--- src/rtl/bitlet_acc_drain_pkg.sv ---
// Shared widths and FSM encoding for the Bitlet PE output stage.
package bitlet_acc_drain_pkg;
  localparam int WID_SUM   = 16;
  localparam int W_LEN_DEF = 8;

  typedef enum logic {
    ST_IDLE  = 1'b0,
    ST_ACCUM = 1'b1
  } state_t;
endpackage

--- src/rtl/bitlet_acc_drain_if.sv ---
// Partial-sum input stream and accumulated-result output stream of the drain stage.
interface bitlet_acc_drain_if
  import bitlet_acc_drain_pkg::*;
#(
  parameter int W_IN  = WID_SUM,
  parameter int W_ACC = WID_SUM + W_LEN_DEF
);
  // SUM: SUM_vld qualifies SUM, no backpressure. ACC: a beat transfers on the
  // edge where ACC_vld && ACC_rdy; ACC is held stable while ACC_vld && !ACC_rdy.
  logic             SUM_vld;
  logic [W_IN-1:0]  SUM;
  logic             ACC_vld;
  logic             ACC_rdy;
  logic [W_ACC-1:0] ACC;

  modport master (output SUM_vld, SUM, ACC_rdy, input ACC_vld, ACC);
  modport slave  (input SUM_vld, SUM, ACC_rdy, output ACC_vld, ACC);
endinterface

--- src/rtl/bitlet_acc_fifo2.sv ---
// Two-entry result FIFO with registered head; a pop frees a slot for a same-cycle push.
module bitlet_acc_fifo2 #(
  parameter int W = 8
) (
  input  logic         clk,
  input  logic         rst_n,
  input  logic         flush,
  input  logic         push,
  input  logic [W-1:0] din,
  input  logic         pop,
  output logic         full,
  output logic         valid,
  output logic [W-1:0] head
);
  logic [1:0]   count_q;
  logic [W-1:0] head_q;
  logic [W-1:0] tail_q;
  logic         pop_ok;
  logic         push_ok;

  assign valid   = (count_q != 2'd0);
  assign full    = (count_q == 2'd2);
  assign head    = head_q;
  assign pop_ok  = pop && valid;
  assign push_ok = push && (!full || pop_ok);

  always_ff @(posedge clk or negedge rst_n) begin
    if (!rst_n) begin
      count_q <= 2'd0;
      head_q  <= '0;
      tail_q  <= '0;
    end else if (flush) begin
      count_q <= 2'd0;
      head_q  <= '0;
      tail_q  <= '0;
    end else begin
      unique case ({push_ok, pop_ok})
        2'b11: begin
          if (count_q == 2'd2) begin
            head_q <= tail_q;
            tail_q <= din;
          end else begin
            head_q <= din;
          end
        end
        2'b01: begin
          if (count_q == 2'd2) head_q <= tail_q;
          count_q <= count_q - 2'd1;
        end
        2'b10: begin
          if (count_q == 2'd0) head_q <= din;
          else                 tail_q <= din;
          count_q <= count_q + 2'd1;
        end
        default: ;
      endcase
    end
  end
endmodule

--- src/rtl/bitlet_acc_drain.sv ---
// Bitlet PE output stage: sums N partial sums per group and drains results through a 2-entry FIFO.
module bitlet_acc_drain
  import bitlet_acc_drain_pkg::*;
#(
  parameter int W_IN  = WID_SUM,
  parameter int W_LEN = W_LEN_DEF,
  parameter int W_ACC = W_IN + W_LEN
) (
  input  logic             clk,
  input  logic             rst_n,
  bitlet_acc_drain_if.slave bus,
  input  logic [W_LEN-1:0] cfg_len,
  input  logic             clr,
  output logic             grp_busy,
  output logic             ovf_err,
  output state_t           state_dbg
);
  state_t                   state_q, state_d;
  logic [W_LEN-1:0]         len_q, len_d;
  logic [W_LEN-1:0]         cnt_q, cnt_d;
  logic signed [W_ACC-1:0]  acc_q, acc_d;
  logic signed [W_ACC-1:0]  sum_ext;
  logic signed [W_ACC-1:0]  acc_sum;
  logic signed [W_ACC-1:0]  push_data;
  logic                     push;
  logic                     beat;
  logic                     fifo_full;
  logic                     drop;

  assign sum_ext = W_ACC'($signed(bus.SUM));
  assign acc_sum = acc_q + sum_ext;
  assign beat    = bus.SUM_vld && !clr;

  always_ff @(posedge clk or negedge rst_n) begin
    if (!rst_n) begin
      state_q <= ST_IDLE;
      len_q   <= '0;
      cnt_q   <= '0;
      acc_q   <= '0;
    end else begin
      state_q <= state_d;
      len_q   <= len_d;
      cnt_q   <= cnt_d;
      acc_q   <= acc_d;
    end
  end

  always_comb begin
    state_d   = state_q;
    len_d     = len_q;
    cnt_d     = cnt_q;
    acc_d     = acc_q;
    push      = 1'b0;
    push_data = '0;
    if (clr) begin
      state_d = ST_IDLE;
      cnt_d   = '0;
      acc_d   = '0;
    end else if (beat) begin
      unique case (state_q)
        ST_IDLE: begin
          // cfg_len is only sampled here, so it may change freely mid-group.
          len_d = cfg_len;
          cnt_d = W_LEN'(1);
          acc_d = sum_ext;
          if (cfg_len == '0) begin
            push      = 1'b1;
            push_data = sum_ext;
          end else begin
            state_d = ST_ACCUM;
          end
        end
        ST_ACCUM: begin
          acc_d = acc_sum;
          if (cnt_q == len_q) begin
            push      = 1'b1;
            push_data = acc_sum;
            cnt_d     = '0;
            state_d   = ST_IDLE;
          end else begin
            cnt_d = cnt_q + W_LEN'(1);
          end
        end
        default: state_d = ST_IDLE;
      endcase
    end
  end

  // A same-cycle pop makes room, so only a stalled full FIFO drops a result.
  assign drop = push && fifo_full && !(bus.ACC_vld && bus.ACC_rdy);

  always_ff @(posedge clk or negedge rst_n) begin
    if (!rst_n)    ovf_err <= 1'b0;
    else if (clr)  ovf_err <= 1'b0;
    else if (drop) ovf_err <= 1'b1;
  end

  bitlet_acc_fifo2 #(.W(W_ACC)) u_fifo (
    .clk   (clk),
    .rst_n (rst_n),
    .flush (clr),
    .push  (push),
    .din   (push_data),
    .pop   (bus.ACC_rdy),
    .full  (fifo_full),
    .valid (bus.ACC_vld),
    .head  (bus.ACC)
  );

  assign grp_busy  = (state_q == ST_ACCUM);
  assign state_dbg = state_q;
endmodule

--- src/flat_wrapper.sv ---
// flat-port wrapper written by rule: the top's interface ports become plain ports
module bitlet_acc_drain_flat import bitlet_acc_drain_pkg::*;
#(
  parameter int W_IN  = WID_SUM,
  parameter int W_LEN = W_LEN_DEF,
  parameter int W_ACC = W_IN + W_LEN
)
  (clk, rst_n, cfg_len, clr, grp_busy, ovf_err, state_dbg, bus_SUM_vld, bus_SUM, bus_ACC_rdy, bus_ACC_vld, bus_ACC);
  bitlet_acc_drain_if #(.W_IN(W_IN), .W_ACC(W_ACC)) bus_i ();
  input  logic clk;
  input  logic rst_n;
  input  logic [W_LEN-1:0] cfg_len;
  input  logic clr;
  output logic grp_busy;
  output logic ovf_err;
  output state_t state_dbg;
  input wire logic [$bits(bus_i.SUM_vld)-1:0] bus_SUM_vld;
  input wire logic [$bits(bus_i.SUM)-1:0] bus_SUM;
  input wire logic [$bits(bus_i.ACC_rdy)-1:0] bus_ACC_rdy;
  output wire logic [$bits(bus_i.ACC_vld)-1:0] bus_ACC_vld;
  output wire logic [$bits(bus_i.ACC)-1:0] bus_ACC;
  assign bus_i.SUM_vld = bus_SUM_vld;
  assign bus_i.SUM = bus_SUM;
  assign bus_i.ACC_rdy = bus_ACC_rdy;
  assign bus_ACC_vld = bus_i.ACC_vld;
  assign bus_ACC = bus_i.ACC;
  bitlet_acc_drain #(.W_IN(W_IN), .W_LEN(W_LEN), .W_ACC(W_ACC)) u_core (.clk(clk), .rst_n(rst_n), .bus(bus_i), .cfg_len(cfg_len), .clr(clr), .grp_busy(grp_busy), .ovf_err(ovf_err), .state_dbg(state_dbg));
endmodule
--- config.mk ---
export PLATFORM = sky130hd
export DESIGN_NAME = bitlet_acc_drain_flat
export DESIGN_NICKNAME = d
export VERILOG_FILES = /design/src/rtl/bitlet_acc_drain_pkg.sv /design/src/rtl/bitlet_acc_drain_if.sv /design/src/rtl/bitlet_acc_fifo2.sv /design/src/rtl/bitlet_acc_drain.sv /design/src/flat_wrapper.sv
export SDC_FILE = /design/constraint.sdc
export NUM_CORES = 1
export LEC_CHECK = 0
export BUFFER_PORTS_ARGS = -buffer_cell sky130_fd_sc_hd__clkbuf_2
export CAP_MARGIN = 20
export CORE_MARGIN = 2
export CORE_UTILIZATION = 45
export CTS_CLUSTER_SIZE = 16
export DETAILED_ROUTE_END_ITERATION = 8
export GPL_TIMING_DRIVEN = 0
export PLACE_DENSITY = 0.65
export SLEW_MARGIN = 20
export SYNTH_ARGS = -nofsm -noshare
export SYNTH_HDL_FRONTEND = slang
export SYNTH_SLANG_ARGS = --single-unit
--- constraint.sdc ---
create_clock -name clk -period 4 [get_ports clk]
set_input_delay 0 -clock clk [delete_from_list [all_inputs] [get_ports clk]]
set_output_delay 0 -clock clk [all_outputs]
set_load 0.02 [all_outputs]
==> results.md <==
* CTS root buf: clkbuf_16
* Grt ovf at 0
* Global-route wire length before repair at 32.86 mm
* Vias at 6,362
* Crit share post-route at 95.27%
* TritonCTS clock tree: built
* PD cells at 341.0 nW/um^2
* Chip height at 123.3 um
* Mux cell area share after synthesis at 3.966%
* Pin count of the biggest net entering global routing at 63
* Fill cell count at 1,314
* Post-Place Setup Slack at -0.9624 ns
* Setup-failing EPs final at 0
* DRT Pass-1 Iters at 8
* Syn avg cell area at 8.690 sq um
* Hold Path Class: primary input to flip-flop
* Detailed Route WL at 20.81 mm
* NetSw at 849.1 uW
* Initial antenna violation count at 0
* N_diodes at 0
* R2R Setup Slk at 0.19 ns
* Share of layout cells above drive strength 1 at 16.03%
* Distinct cell type count after synthesis at 81
* Synthesized area at 6405 sq um
* Fin cells at 997
* Vias in the first global route at 6,203
* Yosys warns at 0
* LEAKAGE at 0.003300 uW
* Post-Syn Nets at 794
* Status: completed
* Rows at 43
* Width of the die at 123.3 um
* Min cycle time layout at 3.811 ns
* Vias per std cell at 6.381
* Post-synthesis compound-gate area fraction at 29.01%
* Worst Hold Depth at 3
* I/O pin cnt at 57
* Iteration-0 DRC Markers at 681
* Clock network fraction of total power at 31.9%
* R2R Path End: u_core.u_fifo.head[15]
* WP data required at 4.28 ns
* Hold endpoint: u_core.ovf_err
* RSZ-0062 raised after global routing: false
* Main synth FF type: dfrtp_1
* Placed instance count at 972
* CTS H-tree depth at 3
* Max-Cap Viols at 0
* Net Sw Frac at 33.88%
* Worst hold start: bus_ACC_rdy
* Clk_lat worst skew at 0.35 ns
* Core area at 13,880 sq um
* Critical Path Sink Type: flip-flop
* Area Overhead vs Synth at 14.73%
* Sequential cell area fraction in the yosys report at 35.94%
* Startpoint types: flip-flop
* Worst-path clk slew at 0.07 ns
* IO Port Bufs at 54
* VDD IR max at 178.6 uV
* Final Max Slew Viols at 0
* Internal power at 1657 uW
* Wirelength per Cell at 20.87 um
* Share of power burned in registers at 40.4%
* Initial Util at 46.14%
* Reg2Reg Depth at 15
* Max Buffers Root-to-Sink at 2
* EDFF count, synth at 0
* Final WS setup at 0.1891 ns
* Post-synth ARST share at 100.0%
* Final Hold Viols at 0
* GPL Wtd Cong at 0.9292
* CTS Buf Count at 9
* Clock sink total at 92
* Residual DRC at 0
* WP data arrival at 4.10 ns
* R2R Path Start: u_core.cnt_q[2]
* All-Layer GR Usage at 28.24%
* Largest family of logic cells by synthesized area: compound AO/OA/AOI/OAI gates
* Fmax at 262.4 MHz
* XOR/XNOR Fraction of Synth Area at 3.555%
* Slew of the pin with the lowest slew margin at 0.8052 ns
* Yosys reg bits at 92
* Headroom to the max-slew limit at 46.32%
* Combinational Power Share at 27.7%
* Layout Nets at 871
* Kind of critical path: flip-flop to flip-flop
* HPWL Detailed at 15.20 mm
* Clk_skew at 0.01193 ns
* Die Area at 15,200 sq um
* Critical path fanouts, max at 18
* Synth Area in Simple Gates at 17.95%
* Area share of fa/ha/maj cells after synthesis at 5.587%
* Synthesized instance count at 737
* Post-DRT Antenna Nets at 0
-- synth_stat cells (17+ instances only) --
library cell	number	area share, %
a21oi_1	57	4.5
nand2_1	94	5.5
nor2_1	70	4.1
a21o_1	17	2.0
a22o_1	22	3.0
ha_1	27	5.3
xor2_1	17	2.3
clkbuf_1	30	1.8
a211oi_1	19	2.2
dfrtp_1	92	36
o21ai_0	29	2.3
nor3_1	21	1.6
-- cells in the final DEF, fill, tap and decap left out, types with 5 or more instances in the layout --
| master | count |
|---|---|
| and3_1 | 9 |
| a22oi_1 | 11 |
| xnor2_1 | 9 |
| nor2_1 | 67 |
| clkbuf_16 | 9 |
| a31oi_1 | 9 |
| nand3_1 | 12 |
| xor2_1 | 17 |
| a311oi_1 | 7 |
| inv_1 | 14 |
| a21o_1 | 17 |
| o31ai_1 | 14 |
| or3_1 | 5 |
| a22o_1 | 22 |
| mux2_2 | 11 |
| o21ai_1 | 9 |
| buf_2 | 5 |
| clkbuf_1 | 23 |
| a211oi_1 | 19 |
| nand2_1 | 94 |
| buf_1 | 5 |
| nor3_1 | 20 |
| o21a_1 | 5 |
| ha_1 | 26 |
| o21ai_0 | 29 |
| a21oi_1 | 57 |
| clkbuf_2 | 60 |
| dlygate4sd3_1 | 12 |
| mux2i_1 | 13 |
| dfrtp_1 | 92 |
-- registers in the layout, indices dropped and copies added, names as in the netlist --
name and count:
u_core.acc_q 24, u_core.u_fifo.head 24, u_core.u_fifo.tail_q 24, u_core.cnt_q 8
u_core.len_q 8, u_core.u_fifo.count_q 2, u_core.grp_busy 1, u_core.ovf_err 1
-- area by class of cell --
cell class | instances | area (sq um) | share of cell area (%)
flip-flops and latches | 92 | 2302 | 31.33
multi-input cells | 584 | 3870 | 52.66
clock inverters | 3 | 15.01 | 0.2043
clock buffers | 11 | 242.7 | 3.303
plain buffers | 44 | 202.7 | 2.758
repair buffers | 68 | 434.2 | 5.908
well taps | 180 | 225.2 | 3.065
inverters | 15 | 56.30 | 0.7662
-- worst max path at each step --
stage / from / to / slack (ns) / depth (start not counted)
finish: u_core.cnt_q[2] / u_core.u_fifo.head[15] / 0.19 / 15
global route: u_core.cnt_q[7] / u_core.u_fifo.head[12] / 0.04 / 15
CTS: u_core.cnt_q[5] / u_core.u_fifo.head[15] / 0.003 / 15
detailed placement: clr / u_core.u_fifo.head[15] / -0.96 / 15
global placement: clr / u_core.u_fifo.head[15] / -0.89 / 15
floorplan: u_core.cnt_q[7] / u_core.u_fifo.head[13] / 0.66 / 15
-- cell families (layout without fill, tap and decap cells) --
kind of cell,count (synthesis),count (layout)
and+or+nand+nor,246,246
buffers and inverters,61,141
xor gates and xnor gates,26,26
DFF,92,92
AOI/OAI and AO/OA,260,260
adders and majority gates,28,28
muxes,24,24
-- per-stage QoR --
| step | setup TNS [ns] | instance area (sq um) | hold WS (ns) | total power [uW] | utilization [%] |
|---|---|---|---|---|---|
| floorplan | 0 | 6405 | -0.2956 | 1487 | - |
| CTS | 0 | 7340 | 0.001206 | 2497 | 52.88 |
| global route | 0 | 7348 | 0.02920 | 2621 | 52.94 |
| global placement | -23.38 | 6900 | 0.2522 | 1669 | 49.71 |
| detailed placement | -27.17 | 6937 | -0.08118 | 1694 | 49.97 |
| finish | 0 | 7348 | 0.003914 | 2506 | 52.94 |
-- power groups by stage --
stage	Combinational, uW	Sequential [uW]	Clock, uW
6_report	695	1010	799
3_5_place_dp	664	1030	0
5_1_grt	756	1020	847
2_1_floorplan	466	1020	0
4_1_cts	679	1010	806
3_3_place_gp	642	1030	0
-- timing repair --
action                                  in CTS  in global routing
endpoints found under the hold margin      103                  0
endpoints found under the setup margin      41                 33
gates resized for setup                      8                 12
buffers inserted                             1                  0
pin swaps                                    1                  2
cloned                                       0                  0
hold buffers                                12                  0
-- worst max-delay path: stages, from the launching register on --
cell and delay, ns:
dfrtp_1 0.43, xor2_1 0.17, nor4_2 0.36, and3_1 0.21, buf_4 0.24, nor2_1 0.16, nor3_2 0.30, inv_1 0.08
ha_1 0.20, a21oi_1 0.20, o22a_2 0.28, nand2_2 0.17, nor2_2 0.48, nand2_1 0.12, o21ai_0 0.17, a22o_1 0.18
-- routing by layer --
layer / routed length (um) / global-route usage [%]
met5: 0 / 0
met4: 680 / 12.22
met3: 1222 / 3.921
met2: 9628 / 45.91
met1: 9275 / 37.58
No activity file was read; power rests on OpenSTA's default activity.
